### src/rtl/instr_fetch_responder.sv
// Instruction fetch responder: combinational instruction-memory lookup feeding
// a small in-order response FIFO, with branch flush and a program-load write port.
module instr_fetch_responder #(
  parameter int unsigned ADDR_WIDTH = 8,
  parameter int unsigned DATA_WIDTH = 16,
  parameter int unsigned MEM_DEPTH  = 256,
  parameter int unsigned FIFO_DEPTH = 2
) (
  input  logic                  clk,
  input  logic                  reset_n,
  input  logic                  req_valid,
  output logic                  req_ready,
  input  logic [ADDR_WIDTH-1:0] req_addr,
  input  logic                  flush,
  output logic                  rsp_valid,
  input  logic                  rsp_ready,
  output logic [ADDR_WIDTH-1:0] rsp_addr,
  output logic [DATA_WIDTH-1:0] rsp_instr,
  output logic                  rsp_err,
  input  logic                  wr_en,
  input  logic [ADDR_WIDTH-1:0] wr_addr,
  input  logic [DATA_WIDTH-1:0] wr_data
);

  localparam int unsigned PTR_W  = $clog2(FIFO_DEPTH);
  localparam int unsigned CNT_W  = $clog2(FIFO_DEPTH + 1);
  localparam int unsigned MIDX_W = (MEM_DEPTH > 1) ? $clog2(MEM_DEPTH) : 1;

  localparam logic [CNT_W-1:0]    FULL_CNT  = CNT_W'(FIFO_DEPTH);
  localparam logic [ADDR_WIDTH:0] MEM_LIMIT = (ADDR_WIDTH + 1)'(MEM_DEPTH);

  // Instruction memory (not reset; contents survive reset_n)
  logic [DATA_WIDTH-1:0] mem_q [MEM_DEPTH];

  logic                  rd_in_range;
  logic                  wr_in_range;
  logic [DATA_WIDTH-1:0] rd_instr;
  logic                  rd_err;

  // Response FIFO storage and control
  logic [ADDR_WIDTH-1:0] fifo_addr_q  [FIFO_DEPTH];
  logic [DATA_WIDTH-1:0] fifo_instr_q [FIFO_DEPTH];
  logic                  fifo_err_q   [FIFO_DEPTH];

  logic [PTR_W-1:0] wr_ptr_q, wr_ptr_d;
  logic [PTR_W-1:0] rd_ptr_q, rd_ptr_d;
  logic [CNT_W-1:0] count_q,  count_d;

  logic not_full;
  logic push;
  logic pop;

  assign rd_in_range = ({1'b0, req_addr} < MEM_LIMIT);
  assign wr_in_range = ({1'b0, wr_addr}  < MEM_LIMIT);

  always_ff @(posedge clk) begin
    if (reset_n && wr_en && wr_in_range) begin
      mem_q[wr_addr[MIDX_W-1:0]] <= wr_data;
    end
  end

  // Read is combinational, so an accept colliding with a write sees the old word.
  always_comb begin
    rd_err   = ~rd_in_range;
    rd_instr = '0;
    if (rd_in_range) begin
      rd_instr = mem_q[req_addr[MIDX_W-1:0]];
    end
  end

  assign not_full  = (count_q != FULL_CNT);
  assign rsp_valid = (count_q != '0);
  assign req_ready = reset_n & ~flush & (not_full | rsp_ready);
  assign push      = req_valid & req_ready;
  assign pop       = rsp_valid & rsp_ready;

  always_comb begin
    wr_ptr_d = wr_ptr_q;
    rd_ptr_d = rd_ptr_q;
    count_d  = count_q;
    if (flush) begin
      wr_ptr_d = '0;
      rd_ptr_d = '0;
      count_d  = '0;
    end else begin
      if (push) begin
        wr_ptr_d = wr_ptr_q + PTR_W'(1);
      end
      if (pop) begin
        rd_ptr_d = rd_ptr_q + PTR_W'(1);
      end
      case ({push, pop})
        2'b10:   count_d = count_q + CNT_W'(1);
        2'b01:   count_d = count_q - CNT_W'(1);
        default: count_d = count_q;
      endcase
    end
  end

  always_ff @(posedge clk) begin
    if (!reset_n) begin
      wr_ptr_q <= '0;
      rd_ptr_q <= '0;
      count_q  <= '0;
    end else begin
      wr_ptr_q <= wr_ptr_d;
      rd_ptr_q <= rd_ptr_d;
      count_q  <= count_d;
    end
  end

  // Payload needs no reset: outputs are masked whenever the FIFO is empty.
  always_ff @(posedge clk) begin
    if (push) begin
      fifo_addr_q[wr_ptr_q]  <= req_addr;
      fifo_instr_q[wr_ptr_q] <= rd_instr;
      fifo_err_q[wr_ptr_q]   <= rd_err;
    end
  end

  always_comb begin
    rsp_addr  = '0;
    rsp_instr = '0;
    rsp_err   = 1'b0;
    if (rsp_valid) begin
      rsp_addr  = fifo_addr_q[rd_ptr_q];
      rsp_instr = fifo_instr_q[rd_ptr_q];
      rsp_err   = fifo_err_q[rd_ptr_q];
    end
  end

endmodule

### config.mk
export PLATFORM = sky130hd
export DESIGN_NAME = instr_fetch_responder
export DESIGN_NICKNAME = d
export VERILOG_FILES = /design/src/rtl/instr_fetch_responder.sv
export SDC_FILE = /design/constraint.sdc
export NUM_CORES = 2
export LEC_CHECK = 0
export BUFFER_PORTS_ARGS = -buffer_cell sky130_fd_sc_hd__buf_2
export CAP_MARGIN = 20
export CORE_MARGIN = 4
export CORE_UTILIZATION = 35
export CTS_CLUSTER_DIAMETER = 60
export DETAILED_ROUTE_END_ITERATION = 8
export PLACE_DENSITY = 0.52
export SYNTH_ARGS = -nofsm -noshare
export SYNTH_HDL_FRONTEND = slang
export SYNTH_MEMORY_MAX_BITS = 65536
export SYNTH_SLANG_ARGS = --single-unit
### constraint.sdc
create_clock -name clk -period 7.9 [get_ports clk]
set_clock_uncertainty 0.1 [all_clocks]
set_input_delay 1.58 -clock clk [delete_from_list [all_inputs] [get_ports clk]]
set_output_delay 1.58 -clock clk [all_outputs]
set_load 0.1 [all_outputs]
==> impl_metrics.csv <==
group,metric,value,unit
run_status,status,"complete, no violations",
global_route,track_usage,19.1,%
route,drc,0,
synth,ys_seq_area_share,78.0,%
floorplan,rows,247,
synth,avgSynthCellArea,21.5,um^2
power,p_leak,57.4,nW
setup_path,r2r-start,"mem_q[59][6]",
route,vias_per_cell,5.59,
route,wire_per_inst,32.0,um
route,ant_nets,0,
floorplan,start_util,35.2,%
setup_path,setup.worst_path.end_class,"flop",
setup_path,endpoint,"fifo_instr_q[0][12]",
route,drt-initial-drc-count,10397,
route,vias,79688,
place,portBuffers,63,
timing,fin_setup_tns,0,ps
synth,postSynthCellCount,7422,
timing,fmax,0.183,GHz
power,ir_drop,0.195,mV
setup_path,timing.reg2reg.setup_slack,4610,ps
floorplan,die_area,467000,um^2
timing,finalSetupViolations,0,
timing,post-route-period-util,69.0,%
global_route,grt_pass1_wl,638000,um
clock_network,cts.htree.levels,5,
timing,fin_crit,5450,ps
synth,yosysUniqueCellTypes,63,
clock_network,cts.sinks,4149,
layout,utilization,40.4,%
layout,fill_cells,39602,
floorplan,die_w,683,um
timing,hold_viol,0,
global_route,antenna_found_initial,38,
timing,max_slew_margin,12.4,%
global_route,grt_pass1_vias,79027,
setup_path,setup.worst_path.start,"req_addr[0]",
synth,ys_ff_latch,4149,
global_route,grt_max_degree,181,
place,place_congestion,0.825,
clock_network,path_clk_slew,60,ps
layout,final_area,183000,um^2
setup_path,required,8550,ps
clock_network,worst_skew_pair.late_latency,990,ps
timing,setup_ws,2450,ps
setup_path,timing.rr.end,"fifo_instr_q[0][6]",
setup_path,critPathArrivalTime,6100,ps
floorplan,core,453000,um^2
timing,rsz0062_at_grt,"no",
floorplan,pin_count,65,
synth,yosys_warnings,0,
layout,drive_above_1_share,24.7,%
synth,ys.flop_type,"edfxtp_1",
synth,syn-num-nets,7461,
hold_path,hold_path.class,"reg -> reg",
layout,final_cell_mix,"edfxtp_1, mux4_2, mux2i_1, clkbuf_16, buf_4",
place,dp_hpwl,274000,um
setup_path,path_max_fanout,66,
global_route,grt_overflow,0,
place,placed_cell_area,169000,um^2
setup_path,rr_worst_depth,7,
route,routed_wl,457000,um
layout,area_growth,14.9,%
route,dr.pass1.iters,6,
timing,finalMaxSlewViolations,0,
power,p_per_area,256,nW/um^2
clock_network,cts_setup_buffers,0,
setup_path,worstSetupPathType,"in -> reg",
flow_run,cap_viol_max_count,0,
place,pre_cts_ws,1390,ps
floorplan,die_h,683,um
clock_network,cts_buffers,433,
clock_network,ctsHoldBuffers,0,
synth,synth_area,160000,um^2
clock_network,clock_path_buffers,4,
layout,nets,7949,
synth,synth_edf_count,4144,
timing,worstMarginPinSlew,1310,ps
synth,async_reset_ff_share,0,%
layout,layout_commonest_cell,"edfxtp_1",
clock_network,cts_tree,"built",
clock_network,cts-root-buf,"clkbuf_16",
setup_path,start_kind,"input pin",
clock_network,cts_resized,0,
[layer usage]
layer  global-route usage [%]  share of wire [%]
met5                        0                  0
met1                     26.8                 42
met2                     30.9                 48
met4                     4.98                2.8
met3                     3.21                7.5
[cell usage after synthesis, types with 20 or more instances]
cell | instances | area (um^2)
a211oi_1 | 33 | 248
a21oi_1 | 192 | 961
buf_6 | 67 | 754
o21ai_0 | 27 | 135
buf_8 | 20 | 300
nand2_1 | 72 | 270
nor4_1 | 21 | 131
o22ai_1 | 146 | 913
edfxtp_1 | 4144 | 124000
nor3_1 | 70 | 350
nor2_1 | 306 | 1150
buf_1 | 23 | 86.3
clkbuf_1 | 216 | 811
nand3_1 | 30 | 150
buf_4 | 25 | 188
a221oi_1 | 27 | 236
mux4_2 | 797 | 17900
nand4_1 | 22 | 138
buf_2 | 101 | 505
o221ai_1 | 195 | 1710
a22oi_1 | 193 | 1450
mux2i_1 | 521 | 5220
[final cells by class]
type / instances / area (um^2) / share of cell area, %
Antenna cell: 8 / 20.0 / 0.0109
Clock buffer: 515 / 11200 / 6.11
Clock inverter: 292 / 3060 / 1.67
Inverter: 6 / 27.5 / 0.0150
Multi-Input combinational cell: 2807 / 32600 / 17.8
Sequential cell: 4149 / 125000 / 67.9
Tap cell: 5976 / 7480 / 4.08
Timing Repair Buffer: 513 / 4470 / 2.44
[flip-flops by register name (all words and copies together), names as in the netlist, named ones only]
| signal | count |
|---|---|
| fifo_instr_q | 32 |
| count_q | 2 |
| fifo_addr_q | 16 |
| mem_q | 4096 |
| rd_ptr_q | 1 |
| wr_ptr_q | 1 |
[stage by stage]
| step | std cells | hold WS [ps] | power, mW |
|---|---|---|---|
| finish | 14266 | 422 | 47.0 |
| global route | 14260 | 454 | 48.4 |
| CTS | 14256 | 426 | 47.4 |
| detailed placement | 13449 | 410 | 27.0 |
| global placement | 13436 | 400 | 26.9 |
| floorplan | 7422 | 372 | 25.9 |
[worst max-delay path: stages]
cell and delay (ps):
buf_12 420, buf_12 430, buf_12 350, buf_4 560, mux2i_1 190, o221ai_1 340, o22ai_1 150, o21ai_0 780
nand4_1 580, nor3b_1 460
[logic make-up after synthesis]
| family | synth area share (%) |
|---|---|
| buffers and inverters | 1.77 |
| other | 0.00235 |
| AND/OR/NAND/NOR | 1.66 |
| adder cells (fa/ha/maj) | 0.00784 |
| XOR/XNOR | 0.0219 |
| AO/OA/AOI/OAI | 3.95 |
| flip-flops | 78.0 |
| multiplexers | 14.6 |
[worst min-delay path by stage]
| stage | start | end | slack [ps] | depth (start not counted) |
|---|---|---|---|---|
| after floorplan | count_q[1] | count_q[1] | 370 | 2 |
| after global placement | rd_ptr_q | rd_ptr_q | 400 | 2 |
| after detailed placement | rd_ptr_q | rd_ptr_q | 410 | 2 |
| after CTS | rd_ptr_q | rd_ptr_q | 430 | 2 |
| after global routing | rd_ptr_q | rd_ptr_q | 450 | 2 |
| final | rd_ptr_q | rd_ptr_q | 420 | 2 |
[power breakdown]
group	switching [mW]	internal [mW]
combinational	1.52	0.701
sequential	0.00735	24.3
clock	8.60	11.9
No activity file was read; power rests on OpenSTA's default activity.
